### src/rtl/revaluate_engine.sv
// Streaming slice engine: per-row chi rounds or bypass,
// with a wrapping frame index on a valid/ready output.
module revaluate_engine #(
  parameter int COLS       = 5,
  parameter int ROWS       = 5,
  parameter int SLICES     = 64,
  parameter int MAX_ROUNDS = 24,
  localparam int W  = ROWS * COLS,
  localparam int IW = (SLICES > 1) ? $clog2(SLICES) : 1,
  localparam int RW = $clog2(MAX_ROUNDS + 1)
) (
  input  logic          clk,
  input  logic          rst,
  input  logic          in_valid,
  output logic          in_ready,
  input  logic [W-1:0]  in_data,
  input  logic          in_mode,
  input  logic [RW-1:0] in_rounds,
  output logic          out_valid,
  input  logic          out_ready,
  output logic [W-1:0]  out_data,
  output logic [IW-1:0] out_index,
  output logic          out_last,
  output logic          busy
);

  typedef enum logic [1:0] {
    IDLE,
    COMPUTE,
    OUTPUT
  } state_t;

  state_t        state_q, state_d;
  logic [W-1:0]  data_q, data_d;
  logic [RW-1:0] cnt_q, cnt_d;
  logic [IW-1:0] idx_q, idx_d;
  logic [RW-1:0] eff_rounds;

  function automatic logic [W-1:0] chi(
    input logic [W-1:0] a
  );
    logic [W-1:0] b;
    b = '0;
    for (int y = 0; y < ROWS; y++) begin
      for (int x = 0; x < COLS; x++) begin
        b[COLS*y+x] = a[COLS*y+x] ^
          (~a[COLS*y+((x+1)%COLS)] &
            a[COLS*y+((x+2)%COLS)]);
      end
    end
    return b;
  endfunction

  // Oversized round requests clamp rather than fault
  assign eff_rounds =
    (in_rounds > RW'(MAX_ROUNDS)) ?
      RW'(MAX_ROUNDS) : in_rounds;

  always_comb begin
    state_d   = state_q;
    data_d    = data_q;
    cnt_d     = cnt_q;
    idx_d     = idx_q;
    in_ready  = 1'b0;
    out_valid = 1'b0;
    unique case (state_q)
      IDLE: begin
        in_ready = 1'b1;
        if (in_valid) begin
          data_d = in_data;
          if (!in_mode || eff_rounds == '0) begin
            state_d = OUTPUT;
          end else begin
            state_d = COMPUTE;
            cnt_d   = eff_rounds;
          end
        end
      end
      COMPUTE: begin
        data_d = chi(data_q);
        cnt_d  = cnt_q - RW'(1);
        if (cnt_q == RW'(1)) begin
          state_d = OUTPUT;
        end
      end
      OUTPUT: begin
        out_valid = 1'b1;
        if (out_ready) begin
          state_d = IDLE;
          idx_d   = (idx_q == IW'(SLICES - 1)) ?
                      '0 : idx_q + IW'(1);
        end
      end
      default: state_d = IDLE;
    endcase
  end

  always_ff @(posedge clk or negedge rst) begin
    if (!rst) begin
      state_q <= IDLE;
      data_q  <= '0;
      cnt_q   <= '0;
      idx_q   <= '0;
    end else begin
      state_q <= state_d;
      data_q  <= data_d;
      cnt_q   <= cnt_d;
      idx_q   <= idx_d;
    end
  end

  assign out_data  = data_q;
  assign out_index = idx_q;
  assign out_last  = (idx_q == IW'(SLICES - 1));
  assign busy      = (state_q != IDLE);

endmodule
### config.mk
export PLATFORM = sky130hd
export DESIGN_NAME = revaluate_engine
export DESIGN_NICKNAME = d
export VERILOG_FILES = /design/src/rtl/revaluate_engine.sv
export SDC_FILE = /design/constraint.sdc
export NUM_CORES = 1
export LEC_CHECK = 0
export ABC_AREA = 1
export CORE_ASPECT_RATIO = 1.5
export CORE_UTILIZATION = 52
export DETAILED_ROUTE_END_ITERATION = 8
export PLACE_DENSITY = 0.94
export SYNTH_ARGS = -nofsm -noshare
export SYNTH_HDL_FRONTEND = slang
export SYNTH_SLANG_ARGS = --single-unit
### constraint.sdc
create_clock -name clk -period 1.95 [get_ports clk]
set_clock_uncertainty 0.1 [all_clocks]
set_input_delay 0.195 -clock clk [delete_from_list [all_inputs] [get_ports clk]]
set_output_delay 0.195 -clock clk [all_outputs]
set_load 0.01 [all_outputs]
==> results of run 1 <==
[flip-flops by register name, indices dropped and copies added (netlist names)]
name	count
out_data	25
out_index	6
cnt_q	5
state_q	2
[placed cells by master (no fill, tap or decap), types with 2 or more instances in the layout]
cell type / Yosys / routed
ha_1: 3 / 3
inv_1: 35 / 35
nand3_1: 18 / 18
xor2_1: 26 / 26
nor2_1: 36 / 36
o21ai_1: 35 / 35
nand2_1: 83 / 83
dfrtp_1: 38 / 38
buf_4: 0 / 8
inv_2: 5 / 5
o21ai_2: 20 / 20
clkbuf_8: 0 / 6
xnor2_1: 2 / 2
clkdlybuf4s50_1: 0 / 67
[path summary, 6_finish.rpt]
kind	from	to	slack, ns	depth (start not counted)
worst min-delay path	rst	out_data[18]$_DFFE_PN0P_	0.12	2
worst max register to register	state_q[0]$_DFFE_PN0P_	cnt_q[2]$_DFFE_PN0P_	0.31	6
worst min register to register	cnt_q[4]$_DFFE_PN0P_	cnt_q[4]$_DFFE_PN0P_	0.44	2
max in group asynchronous	rst	out_index[5]$_DFFE_PN0P_	1.23	3
worst max-delay path	state_q[0]$_DFFE_PN0P_	in_ready	0.12	2
min in group clk	in_data[5]	out_data[5]$_DFFE_PN0P_	0.42	3
[area by class of cell]
type,count,area (sq um)
multi-input combinational,231,1240
inverter,40,150
timing repair buffer,79,778
fill,342,1240
sequential,38,951
clock buffer,6,82.6
tap,48,60.1
[synthesized netlist by cell type (all sizes together)]
master  instances
inv            40
nand2          84
nor2           37
o21ai          56
clkbuf          2
xor2           26
buf             9
nand3b          1
and3            1
xnor2           2
nand3          19
o22ai           1
nor3b           1
ha              3
dfrtp          38
[cell families (layout without fill, tap and decap cells)]
kind of cell | count (synthesis) | count (layout) | share of synthesized area
and+or+nand+nor | 143 | 143 | 0.242
AOI/OAI and AO/OA | 57 | 57 | 0.154
buffers and inverters | 51 | 125 | 0.0936
DFF | 38 | 38 | 0.393
xor gates and xnor gates | 28 | 28 | 0.101
adders and majority gates | 3 | 3 | 0.0155
[per-layer routing]
metal  track usage  vias to the layer above
li1              -                     1150
met1         0.292                     1149
met2         0.490                       88
met3        0.0513                       17
met4         0.126                        0
met5             0                        -
[worst reg2reg max path, cell delays in order (launching register included)]
cell and delay, ns:
dfrtp_1 0.46, buf_4 0.30, nand2_4 0.26, nand3_1 0.18
o21ai_1 0.09, nand3_1 0.08, nand2_1 0.06
[metrics by stage]
| step | hold WS, ns | instance area [sq um] | utilization |
|---|---|---|---|
| 2_1_floorplan | -0.201 | 2420 | - |
| 3_3_place_gp | -0.107 | 3150 | 0.700 |
| 3_5_place_dp | -0.105 | 3150 | 0.700 |
| 4_1_cts | 0.119 | 3260 | 0.724 |
| 5_1_grt | 0.149 | 3260 | 0.724 |
| 6_report | 0.123 | 3260 | 0.724 |
[power groups by stage]
stage	clock network, mW	logic, mW	registers [mW]
after global routing	0.576	3.49	1.62
after global placement	0	2.96	1.56
after detailed placement	0	3.07	1.58
final	0.546	3.15	1.57
after floorplan	0	1.87	1.63
after CTS	0.550	3.15	1.56
[what timing repair did]
item                                    CTS  global route
buffers inserted                          2             0
endpoints found under the hold margin    38             0
hold buffers                              1             0
gates resized for setup                   0             1
cloned                                    0             0
endpoints found under the setup margin    1             1
==> summary.md, run 1 <==
| Metric | Value |
|---|---|
| Unrepaired setup endpoints after global routing | `false` |
| CTS tree | `built` |
| N_diodes | `0` |
| Initial Utilization | `0.537` |
| Worst skew pair latency | `between 0.2 and 0.3 ns` |
| Die W | `between 50 and 60 microns` |
| Largest net degree at the start of global routing | `38` |
| Clock slew at reported path FFs | `approximately 0.070 ns` |
| Number of H-tree levels | `2` |
| Antenna violations before repair | `0` |
| Final setup viols | `0` |
| Crit-path max FO | `5` |
| Non-Filler Instances | `about 440` |
| FP Rows | `30` |
| Max IR drop VDD | `between 0.001 and 0.0015 V` |
| Final TNS setup | `0 ns` |
| Clk network pwr share | `0.104` |
| P_sw | `2.37 mW` |
| Routed Antenna Nets | `0` |
| Final #Nets | `approximately 430` |
| Total grt overflow | `0` |
| Fmax | `547 MHz` |
| CTS Root Cell | `clkbuf_8` |
| Worst Setup Path Type | `reg -> out` |
| First-pass GRT wire length | `about 10,000 microns` |
| CTS max path bufs | `2` |
| WL met1 | `2340 microns` |
| Sw Share | `0.449` |
| Final hold viol count | `0` |
| Worst setup margin | `0.122 ns` |
| Placer Congestion | `between 0.8 and 0.9` |
| DRT Pass-1 Iters | `7` |
| Power Dens Cells | `around 1600 nW/um^2` |
| Worst rel slew slack | `0.752` |
| Violated checks | `design-rule violations` |
| Status | `finished, violations left` |
| Comb power frac | `0.598` |
| Die H | `approximately 86 microns` |
| Fin crit period | `roughly 1.8 ns` |
| Routed length on met3 | `around 270 microns` |
| Measured slew at the worst slew-check pin | `~0.37 ns` |
| Gate count of the mapped netlist | `320` |
| CTS buffer count | `5` |
| CP top delay family | `buffers and inverters` |
| Placed cells | `about 430` |
| CTS Sinks | `38` |
| Netlist cell types | `23` |
| Synth area leader | `dfrtp_1` |
| Via-per-instance ratio | `about 5.4` |
| Internal power | `2.90 mW` |
| Post-synth top area share | `0.393` |
| CP Cell Sequence | `nor2_1 -> clkdlybuf4s50_1` |
| Sequential-to-total area share from yosys stat | `0.393` |
| Worst Setup Start Kind | `register` |
| Leakage power | `roughly 1.5 nW` |
| CP Capture Type | `output pin` |
| Slew Limit Fails | `0` |
| Final wirelength | `6140 microns` |
| IO Port Bufs | `roughly 70` |
| Hold WC Path Type | `in -> async` |
| Layout cells sized above 1 | `0.114` |
| IO Pins | `70` |
| Synth Cell Area | `about 2400 sq um` |
| 1st-iter DRT viols | `between 100 and 150` |
| GR Util All Layers | `0.268` |
| WP data arrival | `around 1.5 ns` |
| Sequential power share | `0.298` |
| Yosys reg bits | `38` |
| Die Area | `slightly below 5000 sq um` |
| DP Wirelength | `between 4000 and 5000 microns` |
| Slowest CP cell | `clkdlybuf4s50_1` |
| Floorplan Core Area | `roughly 4500 sq um` |
| Synth-to-Final Area Change | `34.9%` |
| Worst path bufs/invs | `1` |
| Top cells by area, synth | `dfrtp_1 39%, nand2_1 13%, xor2_1 9.4%, o21ai_1 7.2%, o21ai_2 7.2%` |
| Crit path required time | `around 1.7 ns` |
| MaxCap Viol Count | `0` |
| DP Worst Slack | `a little over 0.3 ns` |
| Average cell area after synthesis | `7.56 sq um` |
| Vias in the first global route | `roughly 2,400` |
| Top Layer Used | `met4` |
| Post-Syn Nets | `358` |
| Warnings, synthesis | `0` |
| Residual DRC | `4` |
| Number of vias after detailed routing | `around 2,400` |
| Tot Pwr | `approximately 5.3 mW` |
| Fin crit share | `0.937` |
| WL per Instance | `between 10 and 15 microns` |
| Met2 routed WL | `roughly 3400 microns` |
| CP max stage delay | `roughly 0.57 ns` |
No activity file was read; power rests on OpenSTA's default activity.
==> run 2, diff against run 1 <==
--- a/config.mk
+++ b/config.mk
@@ -7,6 +7,7 @@
 export LEC_CHECK = 0
 export ABC_AREA = 1
 export CORE_ASPECT_RATIO = 1.5
+export CORE_MARGIN = 1
 export CORE_UTILIZATION = 52
 export DETAILED_ROUTE_END_ITERATION = 8
 export PLACE_DENSITY = 0.94
==> results of run 2 <==
No change in the layout: final DEF, timing and power equal those of run 1.
==> RTL edit: new RTL, settings of run 1 <==
The parameter `SLICES` goes from 64 to 128.
--- a/src/rtl/revaluate_engine.sv
+++ b/src/rtl/revaluate_engine.sv
@@ -3,7 +3,7 @@
 module revaluate_engine #(
   parameter int COLS       = 5,
   parameter int ROWS       = 5,
-  parameter int SLICES     = 64,
+  parameter int SLICES     = 128,
   parameter int MAX_ROUNDS = 24,
   localparam int W  = ROWS * COLS,
   localparam int IW = (SLICES > 1) ? $clog2(SLICES) : 1,
Interface: changed (resized out_index); port bits go from 70 to 71. No check against the original RTL was run, so the function may have changed too.
==> RTL edit against run 1 <==
- the flow still finishes with violations (DRC)
- routed wire length down 3.9%
- combinational power about the same
- global-route usage down 1.2 points
- synthesized cell count up 3.4%
- design area down 0.11%
- critical path depth up 1
- total power up 0.31%
- setup slack worse by 72 ps
- sequential cell count up 1
- synthesized area up 1.1%
- critical path type unchanged
==> RTL edit: results (changes against run 1) <==
status finished, violations left; failing checks DRC; worst ir drop on vdd 1200 uV (+0.67%); LEAKAGE 0.00157 uW (+2.0%); synth unique cells 26 (+13%); non-filler instance count after layout 454 (+2.7%); worst-margin pin slew 509 ps (+137 ps); largest net degree at the start of global routing 40 (+5.3%); fill count 345 (+0.88%); nets 443 (+2.3%); total CTS buffers 5 (unchanged); Routed WL 5900 um (-3.9%); DP HPWL 4100 um (-6.2%); Post-Synthesis Mean Instance Area 7.39 um^2 (-2.2%); Worst Path Arrival 1600 ps (+70 ps); layout cells sized above 1 6.40% (-5.0 points); GPL Wtd Cong 0.845 (-2.6%); 1st-iter DRT viols 134 (-6.3%); worst hold margin 399 ps (+276 ps); Total GRT Usage 25.6% (-1.2 points); sequential-to-total area share from yosys stat 39.9% (+0.58 points); DRC violations left 4 (unchanged); crit-path max FO 4 (-1); first-pass GRT wire length 9980 um (-3.5%); RR Endpoint state_q[1]; Port Buffers 70 (+1.4%); Mapped Nets 369 (+3.1%)
RTL edit: changes by cell type in the layout (fill, tap and decap cells not counted), moves of 3 or more:
cell            run 1  this run
o21ai_2            20         0
nor2_1             36        33
o21ai_0             0        30
o21ai_1            35        26
inv_1              35        41
RTL edit: layout make-up:
class	instances	area share (%)
inverters	45	5.26
multi-input cells	236	37.2
clock inverters	1	0.154
flip-flops and latches	39	29.9
clock buffers	7	2.34
well taps	48	1.84
repair buffers	78	23.2
RTL edit: how the worst max path moves through the flow:
stage	startpoint	to	slack [ps]	depth (start not counted)
2_1_floorplan	state_q[0]	out_index[4]	640	6
3_3_place_gp	out_index[0]	out_last	260	6
3_5_place_dp	out_index[0]	out_last	180	6
4_1_cts	state_q[1]	out_valid	100	3
5_1_grt	state_q[1]	out_valid	9	3
6_report	state_q[1]	out_valid	50	3
RTL edit: metrics by stage:
step                util (%)  instance area (um^2)  power [uW]  worst slack (ps)
CTS                     72.4                  3260        5300               101
global route            72.4                  3260        5750              9.48
finish                  72.4                  3260        5280              50.5
global placement        69.6                  3140        4590               264
detailed placement      69.6                  3140        4710               184
floorplan                  -                  2450        3610               637
RTL edit: power breakdown:
group,switching (uW),total [uW],internal [uW]
Sequential,404,1600,1200
Clock,270,521,251
Combinational,1700,3160,1460
Total,2370,5280,2910
RTL edit: kinds of logic (layout without fill, tap and decap cells):
| logic type | Yosys count | in the layout | share of synthesized area [%] |
|---|---|---|---|
| AOI/OAI and AO/OA | 58 | 58 | 11.9 |
| xor gates and xnor gates | 28 | 28 | 10.0 |
| adders and majority gates | 3 | 3 | 1.53 |
| buffers and inverters | 56 | 131 | 10.6 |
| DFF | 39 | 39 | 39.9 |
| and+or+nand+nor | 147 | 147 | 26.0 |
RTL edit: per-layer routing:
metal  track usage (%)  vias up  routed length, um
met3              4.83        6                278
met1              28.0     1073               2280
met4              8.44        0                 73
met2              48.3       58               3270
met5                 0        -                  0
li1                  -     1181                  -
RTL edit: critical path, cell delays in order (launching register included):
cell and delay (ps):
dfrtp_1 440, inv_2 110, nor2_1 180, clkdlybuf4s50_1 580
RTL edit: timing repair:
| action | 4_1_cts | 5_1_grt |
|---|---|---|
| endpoints found under the hold margin | 39 | 0 |
| endpoints found under the setup margin | 1 | 0 |
| gates resized for setup | 2 | 0 |
| hold buffers | 1 | 0 |
| setup buffers | 4 | 0 |
